**src/rtl/voice_msg_controller.sv**
```systemverilog
// Keypad-driven menu controller for N_SLOTS voice messages held in external RAM.
// Runs one RAM handshake per audio sample for record/playback and scales playback by volume.
module voice_msg_controller #(
  parameter int N_SLOTS    = 5,
  parameter int SLOT_DEPTH = 4096,
  parameter int SAMPLE_W   = 16,
  parameter int VOL_MAX    = 7,
  parameter int ADDR_W     = $clog2(N_SLOTS) + $clog2(SLOT_DEPTH)
) (
  input  logic                clk,
  input  logic                reset,
  input  logic                key_valid,
  input  logic [3:0]          key_code,
  input  logic                sample_tick,
  input  logic [SAMPLE_W-1:0] adc_sample,
  output logic [SAMPLE_W-1:0] dac_sample,
  output logic                ram_req,
  output logic                ram_we,
  output logic [ADDR_W-1:0]   ram_addr,
  output logic [SAMPLE_W-1:0] ram_wdata,
  input  logic                ram_ack,
  input  logic [SAMPLE_W-1:0] ram_rdata,
  output logic [2:0]          mode,
  output logic [3:0]          cur_slot,
  output logic [N_SLOTS-1:0]  slot_valid,
  output logic                storage_full,
  output logic                overrun,
  output logic [2:0]          volume
);

  localparam int IDX_W  = $clog2(SLOT_DEPTH);
  localparam int SLOT_W = ADDR_W - IDX_W;
  localparam int PW     = SAMPLE_W + 3;
  localparam logic [IDX_W:0] DEPTH     = (IDX_W+1)'(SLOT_DEPTH);
  localparam logic [IDX_W:0] IDX_ONE   = (IDX_W+1)'(1);
  localparam logic [2:0]     VOL_TOP   = 3'(VOL_MAX);
  localparam logic [2:0]     VOL_UNITY = 3'd4;

  typedef enum logic [2:0] {
    MENU        = 3'd0,
    SEL_PLAY    = 3'd1,
    SEL_REC     = 3'd2,
    SEL_DEL     = 3'd3,
    RECORD      = 3'd4,
    PLAY        = 3'd5,
    CONFIRM_ALL = 3'd6
  } state_t;

  state_t               state, state_n;
  logic [3:0]           cur_slot_n;
  logic [N_SLOTS-1:0]   slot_valid_n;
  logic [IDX_W:0]       slot_len   [N_SLOTS];
  logic [IDX_W:0]       slot_len_n [N_SLOTS];
  logic [2:0]           volume_n;
  logic [IDX_W:0]       idx, idx_n, limit, cur_len;
  logic                 stop_pending, stop_pending_n;
  logic                 ram_req_n, ram_we_n, overrun_n, key_stop;
  logic [ADDR_W-1:0]    ram_addr_n;
  logic [SAMPLE_W-1:0]  ram_wdata_n, dac_n, scaled;
  logic [N_SLOTS-1:0]   key_hot, cur_hot;
  logic [SLOT_W-1:0]    slot_m1;
  logic signed [PW-1:0] prod, shifted;

  assign mode         = state;
  assign storage_full = &slot_valid;
  assign key_stop     = key_valid && (key_code == 4'h0);
  assign slot_m1      = SLOT_W'(cur_slot - 4'd1);
  assign limit        = (state == RECORD) ? DEPTH : cur_len;

  always_comb begin
    key_hot = '0;
    cur_hot = '0;
    cur_len = '0;
    for (int i = 0; i < N_SLOTS; i++) begin
      key_hot[i] = (key_code == 4'(i + 1));
      cur_hot[i] = (cur_slot == 4'(i + 1));
      if (cur_slot == 4'(i + 1)) cur_len = slot_len[i];
    end
  end

  // Volume 4 is unity: multiply by the step, divide by four, clamp to the sample range.
  always_comb begin
    prod    = $signed({{3{ram_rdata[SAMPLE_W-1]}}, ram_rdata}) * $signed({{SAMPLE_W{1'b0}}, volume});
    shifted = prod >>> 2;
    if ((~|shifted[PW-1:SAMPLE_W-1]) || (&shifted[PW-1:SAMPLE_W-1]))
      scaled = shifted[SAMPLE_W-1:0];
    else if (shifted[PW-1])
      scaled = {1'b1, {(SAMPLE_W-1){1'b0}}};
    else
      scaled = {1'b0, {(SAMPLE_W-1){1'b1}}};
  end

  always_comb begin
    state_n        = state;
    cur_slot_n     = cur_slot;
    slot_valid_n   = slot_valid;
    slot_len_n     = slot_len;
    volume_n       = volume;
    idx_n          = idx;
    stop_pending_n = stop_pending;
    ram_req_n      = ram_req;
    ram_we_n       = ram_we;
    ram_addr_n     = ram_addr;
    ram_wdata_n    = ram_wdata;
    dac_n          = dac_sample;
    overrun_n      = overrun;
    case (state)
      MENU: if (key_valid) begin
        case (key_code)
          4'hA: state_n = SEL_PLAY;
          4'hB: state_n = SEL_REC;
          4'hC: state_n = SEL_DEL;
          4'hD: state_n = CONFIRM_ALL;
          4'hE: if (volume < VOL_TOP) volume_n = volume + 3'd1;
          4'hF: if (volume != 3'd0) volume_n = volume - 3'd1;
          default: ;
        endcase
      end
      SEL_PLAY, SEL_REC, SEL_DEL: if (key_valid) begin
        state_n = MENU;
        if (|key_hot) begin
          case (state)
            SEL_PLAY: if (|(key_hot & slot_valid)) begin
              state_n        = PLAY;
              cur_slot_n     = key_code;
              idx_n          = '0;
              stop_pending_n = 1'b0;
              overrun_n      = 1'b0;
            end
            SEL_REC: begin
              state_n        = RECORD;
              cur_slot_n     = key_code;
              idx_n          = '0;
              stop_pending_n = 1'b0;
              overrun_n      = 1'b0;
              slot_valid_n   = slot_valid & ~key_hot;
              for (int i = 0; i < N_SLOTS; i++) if (key_hot[i]) slot_len_n[i] = '0;
            end
            default: begin
              slot_valid_n = slot_valid & ~key_hot;
              for (int i = 0; i < N_SLOTS; i++) if (key_hot[i]) slot_len_n[i] = '0;
            end
          endcase
        end
      end
      CONFIRM_ALL: if (key_valid) begin
        state_n = MENU;
        if (key_code == 4'hD) begin
          slot_valid_n = '0;
          for (int i = 0; i < N_SLOTS; i++) slot_len_n[i] = '0;
        end
      end
      RECORD, PLAY: begin
        // A pending request always finishes first; a stop seen meanwhile is remembered.
        if (ram_req) begin
          if (key_stop) stop_pending_n = 1'b1;
          if (sample_tick) overrun_n = 1'b1;
          if (ram_ack) begin
            ram_req_n = 1'b0;
            idx_n     = idx + IDX_ONE;
            if (!ram_we) dac_n = scaled;
          end
        end else if (stop_pending || key_stop || (idx == limit)) begin
          if (state == RECORD) begin
            for (int i = 0; i < N_SLOTS; i++) begin
              if (cur_hot[i]) begin
                slot_len_n[i]   = idx;
                slot_valid_n[i] = (idx != '0);
              end
            end
          end
          state_n        = MENU;
          cur_slot_n     = '0;
          stop_pending_n = 1'b0;
          dac_n          = '0;
        end else if (sample_tick) begin
          ram_req_n  = 1'b1;
          ram_we_n   = (state == RECORD);
          ram_addr_n = {slot_m1, idx[IDX_W-1:0]};
          if (state == RECORD) ram_wdata_n = adc_sample;
        end
        if (state == PLAY && key_valid) begin
          if (key_code == 4'hE && volume < VOL_TOP) volume_n = volume + 3'd1;
          if (key_code == 4'hF && volume != 3'd0)   volume_n = volume - 3'd1;
        end
      end
      default: state_n = MENU;
    endcase
  end

  always_ff @(posedge clk or posedge reset) begin
    if (reset) begin
      state        <= MENU;
      cur_slot     <= '0;
      slot_valid   <= '0;
      for (int i = 0; i < N_SLOTS; i++) slot_len[i] <= '0;
      volume       <= VOL_UNITY;
      idx          <= '0;
      stop_pending <= 1'b0;
      ram_req      <= 1'b0;
      ram_we       <= 1'b0;
      ram_addr     <= '0;
      ram_wdata    <= '0;
      dac_sample   <= '0;
      overrun      <= 1'b0;
    end else begin
      state        <= state_n;
      cur_slot     <= cur_slot_n;
      slot_valid   <= slot_valid_n;
      slot_len     <= slot_len_n;
      volume       <= volume_n;
      idx          <= idx_n;
      stop_pending <= stop_pending_n;
      ram_req      <= ram_req_n;
      ram_we       <= ram_we_n;
      ram_addr     <= ram_addr_n;
      ram_wdata    <= ram_wdata_n;
      dac_sample   <= dac_n;
      overrun      <= overrun_n;
    end
  end

endmodule

```
**config.mk**
```make
export PLATFORM = sky130hd
export DESIGN_NAME = voice_msg_controller
export DESIGN_NICKNAME = d
export VERILOG_FILES = /design/src/rtl/voice_msg_controller.sv
export SDC_FILE = /design/constraint.sdc
export NUM_CORES = 1
export LEC_CHECK = 0
export ABC_CLOCK_PERIOD_IN_PS = 7400
export CAP_MARGIN = 25
export CORE_MARGIN = 3
export CORE_UTILIZATION = 55
export DETAILED_ROUTE_END_ITERATION = 10
export PLACE_DENSITY = 0.78
export SYNTH_ARGS = -nofsm -noshare
export SYNTH_HDL_FRONTEND = slang
export SYNTH_SLANG_ARGS = --single-unit
```
**constraint.sdc**
```tcl
create_clock -name clk -period 7.4 [get_ports clk]
set_clock_uncertainty 0.1 [all_clocks]
set_input_delay 1.85 -clock clk [delete_from_list [all_inputs] [get_ports clk]]
set_output_delay 1.85 -clock clk [all_outputs]
set_load 0.01 [all_outputs]
```
==> summary.md <==
| Metric | Value |
|---|---|
| Status | `complete, no violations` |
| Post-synthesis sequential area ratio | `0.384` |
| Slowest cell on the critical path | `fa_1` |
| Hold Fails Final Rpt | `0` |
| Die area | `~19,000 um^2` |
| Mean post-synth cell area | `9.93 um^2` |
| Num ports | `roughly 110` |
| H-Tree Depth | `4` |
| CTS root buffer | `clkbuf_16` |
| Routed via count | `7,363` |
| # clock sinks | `approximately 140` |
| Port Buf Inserts | `around 110` |
| WL per Instance | `approximately 18 um` |
| CP Buf/Inv Count | `1` |
| Setup violators final | `0` |
| CTS tree | `built` |
| Worst VDD drop | `0.217 mV` |
| Synth area leaders | `dfrtp_1 38%, mux2_2 7.8%, ha_1 5.6%` |
| Ys async rst share | `1.00` |
| Drt pass-1 iters | `5` |
| Most common cell after layout, fill and taps aside | `dfrtp_1` |
| Syn. warnings | `0` |
| Setup crit end kind | `flip-flop` |
| CP cell instances | `clkdlybuf4s50_1 > and2_1 > ha_1 > fa_1 > fa_1 > a21o_1 > a221oi_1 > o2111ai_1 > a31o_2 > a21oi_1 > xor2_1 > and2_1 > nor2_1 > a221o_1` |
| Mapped Area | `about 9400 um^2` |
| Top cell type's share of synthesized area | `0.382` |
| Layout cell share with drive strength beyond 1 | `0.132` |
| Design area | `11,100 um^2` |
| N_diodes | `0` |
| Worst Tran Pin Value | `approximately 1100 ps` |
| Clock period minus final worst setup slack | `between 6000 and 7000 ps` |
| Worst rel slew slack | `0.260` |
| Hold_buf cts | `0` |
| Worst-case clock buffer depth | `2` |
| Max-slew violations | `0` |
| Distinct cells, synth | `77` |
| Syn Nets | `approximately 1,000` |
| Max Fclk | `approximately 160 MHz` |
| Area Overhead vs Synth | `18.8%` |
| Fill count | `roughly 1,300` |
| Setup TNS Final | `0 ps` |
| Post-synth EDFFs | `0` |
| DP HPWL | `approximately 16 mm` |
| Most frequent cells in the layout | `143 x dfrtp_1, 106 x clkdlybuf4s50_1, 79 x nand2_1` |
| Critical path arrival | `between 6000 and 7000 ps` |
| Number of synthesized register bits | `around 140` |
| Setup Fix Bufs, Post-CTS | `0` |
| Crit path max-delay family | `compound AO/OA/AOI/OAI gates` |
| R2R Setup Slk | `between 2000 and 2500 ps` |
| Final worst-path cycle share | `0.821` |
| Max Cap Viol | `0` |
| Overflow after GRT | `0` |
| Kind of critical path | `input pin to flip-flop` |
| Slowest stage delay, CP | `about 560 ps` |
| Syn Inst Count | `roughly 940` |
| Routed Antenna Nets | `0` |
| Startpoint class of the critical path | `input pin` |
| Initial antenna violation count | `0` |
| PD cells | `between 300 and 400 nW/um^2` |
| First-pass GRT wire length | `38.4 mm` |
| Vias per cell | `roughly 5.8` |
| Post_cts resized | `0` |
| Clk slew on worst S/H paths | `about 60 ps` |
| Vias in the first global route | `about 7,400` |
| Initial core utilization | `0.563` |
| Die W | `between 100 and 150 um` |
| Setup repair after global routing missed its margin | `false` |
| Synth area leader | `dfrtp_1` |
| # nets final | `about 1,100` |
| GRT Total Usage | `0.260` |
| Hold crit path type | `flip-flop to flip-flop` |
| DRC errors left | `0` |
| Clk_lat worst skew | `roughly 420 ps` |
| Routed Wire Length | `23.3 mm` |
| CTS Buf Count | `17` |
| Leak | `about 5.2 nW` |
| Area after DPL | `around 11,000 um^2` |
| Top FF cell, synth | `dfrtp_1` |
| CP Data Required Time | `between 7000 and 8000 ps` |
| Die Y-Extent | `137 um` |
| Core area | `around 17,000 um^2` |
| Worst Path Max Fanout | `7` |
| Largest net degree at the start of global routing | `80` |
| GP Congestion | `slightly above 0.9` |
| DR iter-0 viols | `roughly 530` |
| # rows | `47` |
[worst reg2reg max path, cell delays in order, from the launching register on]
cell and delay (ps):
dfrtp_1 470, inv_1 160, ha_1 880, a21oi_2 130
a221oi_1 330, o221ai_1 210, xor2_1 250, nand4_1 140
nor4_1 630, a21oi_2 190, a21oi_2 880, mux2_2 430
[registers in the layout, indices dropped and copies added (netlist names), 3 cells and up]
signal      cells
slot_len       65
dac_sample     16
ram_wdata      16
ram_addr       15
idx            13
slot_valid      5
cur_slot        4
mode            3
volume          3
[routing by layer]
metal | wire, um | global-route usage
met1 | 10100 | 0.339
met3 | 1140 | 0.0511
met4 | 408 | 0.0823
met5 | 0 | 0
met2 | 11600 | 0.439
[logic make-up after synthesis]
logic type,count (synthesis),synth area share
xor gates and xnor gates,41,0.0383
buffers and inverters,127,0.0590
DFF,144,0.384
muxes,96,0.115
AOI/OAI and AO/OA,196,0.153
adders and majority gates,63,0.0955
and+or+nand+nor,277,0.155
[cells in the mapped netlist, drive strengths merged, types with 6 or more instances]
library cell and n:
xnor2 22, nand3 12, buf 25, nor3 12, nand3b 12, a31oi 10, clkbuf 26, fa 16
and3 9, xor2 19, o211ai 9, o31ai 12, mux2 93, nand2 80, o2bb2ai 7, nand2b 7
o21ai 28, inv 76, a21o 12, ha 42, o2111ai 6, dfrtp 143, nor2b 8, nand4 9
or3 6, a211oi 7, a221o 8, nor2 56, a22o 8, a21oi 48, and2 46
[power breakdown]
| group | total [W] | internal [W] | switching (W) |
|---|---|---|---|
| combinational | 0.00225 | 0.000966 | 0.00128 |
| clock | 0.000902 | 0.000551 | 0.000351 |
| sequential | 0.00107 | 0.000910 | 0.000162 |
[worst paths after layout]
kind / startpoint / endpoint / cells past startpoint
setup / recovery: ram_rdata[2] / dac_sample[8]$_DFFE_PP0P_ / 14
hold / removal: ram_addr[1]$_DFFE_PP0P_ / ram_addr[1]$_DFFE_PP0P_ / 2
setup reg to reg: cur_slot[0]$_DFFE_PP0P_ / slot_len[59]$_DFFE_PP0P_ / 11
max in group asynchronous: reset / slot_len[10]$_DFFE_PP0P_ / 3
min in group asynchronous: reset / ram_addr[5]$_DFFE_PP0P_ / 2
hold reg to reg: ram_addr[1]$_DFFE_PP0P_ / ram_addr[1]$_DFFE_PP0P_ / 2
[area by class of cell]
cell class	count	area, um^2	share of cell area
clock buffers	21	460	0.0413
clock inverters	11	155	0.0139
well taps	220	275	0.0247
repair buffers	115	1140	0.102
flip-flops and latches	144	3600	0.324
inverters	76	290	0.0261
multi-input cells	673	5220	0.469
[stage by stage]
step / hold WS (ps) / total power [W] / instances / utilization / worst slack [ps]
after global routing: 392 / 0.00453 / 1260 / 0.669 / 1090
after CTS: 384 / 0.00421 / 1258 / 0.668 / 1400
after floorplan: 350 / 0.00263 / 944 / - / 1590
after global placement: 363 / 0.00326 / 1226 / 0.631 / 1080
final: 379 / 0.00422 / 1260 / 0.669 / 1330
after detailed placement: 370 / 0.00330 / 1226 / 0.631 / 944
Note: power is estimated with default switching activity, not from simulation.
